### config.mk
export PLATFORM = sky130hd
export DESIGN_NAME = bcd_serial_subtractor
export DESIGN_NICKNAME = d
export VERILOG_FILES = /design/src/rtl/bcd_serial_subtractor_pkg.sv /design/src/rtl/bcd_digit_sub.sv /design/src/rtl/bcd_serial_subtractor.sv
export SDC_FILE = /design/constraint.sdc
export NUM_CORES = 1
export LEC_CHECK = 0
export BUFFER_PORTS_ARGS = -buffer_cell sky130_fd_sc_hd__buf_2
export CELL_PAD_IN_SITES_DETAIL_PLACEMENT = 0
export CELL_PAD_IN_SITES_GLOBAL_PLACEMENT = 1
export CORE_MARGIN = 2
export CORE_UTILIZATION = 45
export CTS_BUF_LIST = sky130_fd_sc_hd__clkbuf_2 sky130_fd_sc_hd__clkbuf_4 sky130_fd_sc_hd__clkbuf_8
export CTS_CLUSTER_DIAMETER = 80
export DETAILED_ROUTE_END_ITERATION = 16
export PLACE_DENSITY_LB_ADDON = 0.1
export SYNTH_ARGS = -nofsm -noshare
export SYNTH_HDL_FRONTEND = slang
export SYNTH_HIERARCHICAL = 1
export SYNTH_SLANG_ARGS = --single-unit
### constraint.sdc
create_clock -name clk -period 5.12 [get_ports clk]
set_input_delay 0 -clock clk [delete_from_list [all_inputs] [get_ports clk]]
set_output_delay 0 -clock clk [all_outputs]
set_load 0.02 [all_outputs]
### src/rtl/bcd_serial_subtractor_pkg.sv
`default_nettype none
// ============================================================================
// Module      : bcd_serial_subtractor_pkg
// Description : Shared FSM encoding and BCD constants for the serial subtractor.
// Revision    : 1.0
// ============================================================================
package bcd_serial_subtractor_pkg;

    typedef enum logic [1:0] {
        ST_IDLE = 2'd0,
        ST_RUN  = 2'd1,
        ST_DONE = 2'd2
    } state_t;

    localparam int BCD_RADIX     = 10;
    localparam int BCD_MAX_DIGIT = 9;

endpackage
`default_nettype wire

### src/rtl/bcd_digit_sub.sv
`default_nettype none
// ============================================================================
// Module      : bcd_digit_sub
// Description : One-digit BCD subtract with borrow in/out (combinational).
// Revision    : 1.0
// ============================================================================
module bcd_digit_sub
    import bcd_serial_subtractor_pkg::*;
(
    input  logic [3:0] a,
    input  logic [3:0] b,
    input  logic       bin,
    output logic [3:0] d,
    output logic       bout
);

    // 5-bit two's complement covers -16..15 even for non-BCD digits
    logic [4:0] w_t;

    always_comb begin
        w_t  = {1'b0, a} - {1'b0, b} - {4'b0000, bin};
        bout = w_t[4];
        d    = w_t[4] ? (w_t[3:0] + 4'(BCD_RADIX)) : w_t[3:0];
    end

endmodule
`default_nettype wire

### src/rtl/bcd_serial_subtractor.sv
`default_nettype none
// ============================================================================
// Module      : bcd_serial_subtractor
// Description : Digit-serial packed-BCD subtractor, LSD first, one digit/cycle.
// Revision    : 1.0
// ============================================================================
module bcd_serial_subtractor
    import bcd_serial_subtractor_pkg::*;
#(
    parameter int DIGITS = 6
) (
    input  logic                  clk,
    input  logic                  rst_n,
    input  logic                  start,
    input  logic [4*DIGITS-1:0]   a,
    input  logic [4*DIGITS-1:0]   b,
    output logic                  ready,
    output logic                  done,
    output logic [4*DIGITS-1:0]   diff,
    output logic                  borrow,
    output logic                  invalid
);

    localparam int IDX_W = $clog2(DIGITS + 1);
    localparam logic [IDX_W-1:0] c_last_idx = IDX_W'(DIGITS - 1);

    state_t              r_state;
    state_t              w_state_nxt;
    logic [IDX_W-1:0]    r_idx;
    logic [4*DIGITS-1:0] r_a;
    logic [4*DIGITS-1:0] r_b;
    logic [4*DIGITS-1:0] r_diff;
    logic                r_borrow;
    logic                r_invalid;
    logic                r_chain;
    logic                w_accept;
    logic                w_in_invalid;
    logic [3:0]          w_a_dig;
    logic [3:0]          w_b_dig;
    logic [3:0]          w_d;
    logic                w_bout;

    assign w_accept = (r_state == ST_IDLE) && start;

    always_comb begin
        w_in_invalid = 1'b0;
        for (int i = 0; i < DIGITS; i++) begin
            if ((a[4*i +: 4] > 4'(BCD_MAX_DIGIT)) || (b[4*i +: 4] > 4'(BCD_MAX_DIGIT)))
                w_in_invalid = 1'b1;
        end
    end

    always_comb begin
        w_a_dig = 4'd0;
        w_b_dig = 4'd0;
        for (int i = 0; i < DIGITS; i++) begin
            if (r_idx == i[IDX_W-1:0]) begin
                w_a_dig = r_a[4*i +: 4];
                w_b_dig = r_b[4*i +: 4];
            end
        end
    end

    bcd_digit_sub u_digit_sub (
        .a    (w_a_dig),
        .b    (w_b_dig),
        .bin  (r_chain),
        .d    (w_d),
        .bout (w_bout)
    );

    always_ff @(posedge clk or negedge rst_n) begin
        if (!rst_n) r_state <= ST_IDLE;
        else        r_state <= w_state_nxt;
    end

    always_comb begin
        w_state_nxt = r_state;
        case (r_state)
            ST_IDLE: if (start) w_state_nxt = ST_RUN;
            ST_RUN:  if (r_idx == c_last_idx) w_state_nxt = ST_DONE;
            ST_DONE: w_state_nxt = ST_IDLE;
            default: w_state_nxt = ST_IDLE;
        endcase
    end

    always_ff @(posedge clk or negedge rst_n) begin
        if (!rst_n) begin
            r_idx     <= '0;
            r_a       <= '0;
            r_b       <= '0;
            r_diff    <= '0;
            r_borrow  <= 1'b0;
            r_invalid <= 1'b0;
            r_chain   <= 1'b0;
        end else if (w_accept) begin
            r_a       <= a;
            r_b       <= b;
            r_diff    <= '0;
            r_borrow  <= 1'b0;
            r_invalid <= w_in_invalid;
            r_idx     <= '0;
            r_chain   <= 1'b0;
        end else if (r_state == ST_RUN) begin
            // Invalid operands leave diff at its cleared all-zero value
            if (!r_invalid) begin
                for (int i = 0; i < DIGITS; i++) begin
                    if (r_idx == i[IDX_W-1:0]) r_diff[4*i +: 4] <= w_d;
                end
            end
            r_chain <= w_bout;
            r_idx   <= r_idx + 1'b1;
            if (r_idx == c_last_idx) r_borrow <= w_bout & ~r_invalid;
        end
    end

    assign ready   = (r_state == ST_IDLE);
    assign done    = (r_state == ST_DONE);
    assign diff    = r_diff;
    assign borrow  = r_borrow;
    assign invalid = r_invalid;

endmodule
`default_nettype wire

==> summary.txt <==
Floorplan
  • Row cnt: 35
  • Chip height: 100 um
  • Chip width: 100 um
  • Io pins: 79
  • Core Region: 9110 sq um
  • DIE AREA: 10,000 sq um
  • Initial Util: 0.458

Final layout
  • Post-layout nets: 508
  • Ant. Diodes: 0
  • Layout cells sized above 1: 0.404
  • Area Growth Syn to Fin: 27.7%

Critical path
  • WP buf/inv: 2
  • Critical path capture point type: register
  • Worst reg2reg startpoint: r_idx[0]$_DFFE_PN0P_
  • CP startpoint kind: register
  • Crit-path slowest cell: nor2b_1
  • Worst r2r dst: diff[14]$_DFFE_PN0P_
  • Critical path, cell by cell: inv_1 -> ha_1 -> nor2b_1 -> a221oi_1 -> o311ai_0 -> a22o_1 -> inv_1 -> fa_1 -> fa_1 -> nand2b_1 -> a211o_1 -> and2_4 -> mux2_4 -> nor2b_2 -> mux2_1
  • Worst Setup EP: diff[14]$_DFFE_PN0P_
  • Worst path depth: 15
  • CP peak stage delay: 510 ps
  • Worst reg2reg path depth: 15
  • Reg2reg setup slack: 500 ps
  • CP Launch Point: r_idx[0]$_DFFE_PN0P_
  • WS Path Type: register to register
  • Critical path fanouts, max: 11
  • CP required: 5350 ps
  • CP delay by family, top: adder cells
  • WP data arrival: 4850 ps

Synthesis
  • Largest area contributor in the netlist: dfrtp_1
  • Cell area after synthesis: 4170 sq um
  • Yosys top cell area share: 0.480
  • #FFs+latches synth: 80
  • Post-Synthesis Cells: 319
  • Post-Syn Nets: 384
  • Top post-synthesis cells by area: dfrtp_1, mux2_4, mux2_2
  • Synth cell types: 36
  • Sequential-to-total area share from yosys stat: 0.480
  • Mean post-synth cell area: 13.1 sq um
  • Synthesis Warnings: 6

Global routing
  • Global-route wire length before repair: 15.1 mm
  • Vias in the first global route: 2,919
  • Grt total ovfl: 0
  • Largest net degree at the start of global routing: 81
  • Global router's overall resource usage: 0.196
  • Initial antenna violation count: 0

Routing
  • Vias: 2,886
  • Vias per cell: 5.16
  • Final wirelength: 9.40 mm
  • Routed WL per cell: 16.8 um
  • Final ANT Viol Nets: 0
  • Iter 0 DRT Violations: 76
  • DRC viols: 0
  • Drt pass-1 iters: 4

Worst hold path
  • Worst Hold Class: input port to register

STA
  • Final setup fails: 0
  • Final Max Slew Viols: 0
  • Final hold vios: 0
  • Worst-case clock skew: 20.0 ps
  • Unrepaired setup endpoints after global routing: false
  • Fmax: 217 MHz
  • Relative slew slack: 0.278
  • Slew @ Worst Pin: 1080 ps
  • Final period util: 0.902
  • Setup TNS: 0 ps
  • Minimum clock period: 4620 ps

Clock tree
  • TritonCTS clock tree: built
  • Clock Root Buffer: clkbuf_8
  • Num CTS Buffers: 9
  • Worst-Skew Late Latency: 360 ps
  • Resized cells post-CTS: 0
  • Clk slew on worst S/H paths: 90 ps
  • Buffers from clock root to sink, at most: 2
  • Clock Sinks: 80
  • CTS H-Tree Depth: 3

Flow run
  • Max-cap violations: 0

Placed design
  • PortBufs: 78
  • Hpwl dp: 6.62 mm
  • GPL Wtd Cong: 0.807

Outcome
  • Outcome: completed
## flip-flops by register name (all words and copies together), names as in the netlist
register and cells:
diff 24, r_a 24, r_b 24, r_idx 3
r_state 2, borrow 1, invalid 1, r_chain 1
## final cells by class
| type | count | area [sq um] |
|---|---|---|
| fill | 759 | 3780 |
| sequential | 80 | 2000 |
| multi-input combinational | 209 | 2000 |
| timing repair buffer | 129 | 898 |
| tap | 111 | 139 |
| clock buffer | 9 | 124 |
| clock inverter | 7 | 108 |
| inverter | 14 | 52.6 |
## stage by stage
stage	util	cells	setup slack, ps	instance area (sq um)	hold WS (ps)
floorplan	-	319	875	4170	-296
global placement	0.505	494	620	4600	232
detailed placement	0.505	494	488	4600	234
CTS	0.584	559	458	5320	99.2
global route	0.584	559	149	5320	173
finish	0.584	559	503	5320	125
## synth_stat cells (all sizes together)
cell type,count
o21ai,28
xor2,2
and2b,1
nor3,1
xnor2,3
nand3b,1
o21bai,2
and2,4
fa,2
a211o,1
clkbuf,7
nand4,3
nand2,13
inv,14
nand2b,2
a31oi,1
a21oi,5
or2,1
ha,12
nor2,2
dfrtp,80
mux2,73
buf,9
o311ai,8
a22o,10
nor2b,25
nand4b,1
a221oi,8
## placed cells by master, fill, tap and decap left out, types with 2 or more instances in the layout
| cell type | synthesis | routed |
|---|---|---|
| buf_4 | 0 | 3 |
| mux2_2 | 24 | 24 |
| a22o_1 | 10 | 10 |
| nand2b_1 | 2 | 2 |
| xor2_1 | 2 | 2 |
| and2_1 | 3 | 2 |
| ha_1 | 12 | 12 |
| mux2_4 | 48 | 48 |
| o21bai_1 | 2 | 2 |
| fa_1 | 2 | 2 |
| inv_8 | 0 | 2 |
| nand4_1 | 3 | 3 |
| clkbuf_8 | 0 | 9 |
| buf_2 | 2 | 77 |
| o311ai_0 | 7 | 7 |
| bufinv_16 | 0 | 2 |
| a21oi_1 | 4 | 4 |
| xnor2_1 | 3 | 3 |
| dfrtp_1 | 80 | 80 |
| a221oi_1 | 8 | 8 |
| o21ai_0 | 23 | 23 |
| dlygate4sd3_1 | 0 | 49 |
| nor2b_1 | 21 | 21 |
| nor2_1 | 2 | 2 |
| nor2b_2 | 4 | 4 |
| and2_4 | 1 | 2 |
| inv_1 | 14 | 14 |
| o21ai_2 | 5 | 5 |
| nand2_1 | 13 | 13 |
| inv_6 | 0 | 2 |
## timing repair
action,CTS,global route
buffers inserted,0,0
hold buffers,49,0
hold endpoints to repair,128,0
## layer usage
| metal | share of wire | GRT usage | up-vias | routed length (um) |
|---|---|---|---|---|
| met3 | 0.034 | 0.0390 | 4 | 315 |
| met4 | 0.0053 | 0.0474 | 0 | 50 |
| met2 | 0.50 | 0.331 | 76 | 4670 |
| li1 | - | - | 1389 | - |
| met5 | 0 | 0 | - | 0 |
| met1 | 0.46 | 0.261 | 1417 | 4360 |
## logic make-up after synthesis
logic type | count (synthesis) | synth area share
AO/OA/AOI/OAI | 63 | 0.107
XOR/XNOR | 5 | 0.0105
adder cells (fa/ha/maj) | 14 | 0.0456
buffers and inverters | 30 | 0.0402
flip-flops | 80 | 0.480
multiplexers | 73 | 0.240
AND/OR/NAND/NOR | 54 | 0.0760
## worst min-delay path by stage
stage | start | to | slack (ps) | depth (start not counted)
after floorplan | rst_n | borrow$_DFFE_PN0P_ | -300 | 0
after global placement | a[12] | r_a[12]$_DFFE_PN0P_ | 230 | 2
after detailed placement | b[8] | r_b[8]$_DFFE_PN0P_ | 230 | 2
after CTS | start | r_state[0]$_DFFE_PN0P_ | 100 | 3
after global routing | start | r_state[0]$_DFFE_PN0P_ | 170 | 3
final | start | r_state[0]$_DFFE_PN0P_ | 120 | 3
## worst reg2reg max path, stage by stage (launching register included)
cell	delay, ps
dfrtp_1	430
inv_1	100
ha_1	350
nor2b_1	510
a221oi_1	150
o311ai_0	440
a22o_1	190
inv_1	50
fa_1	430
fa_1	400
nand2b_1	170
a211o_1	310
and2_4	180
mux2_4	280
nor2b_2	180
mux2_1	330
Power is not shown: default switching activity piles up to over one toggle a cycle in this logic, so the estimate is an artifact.
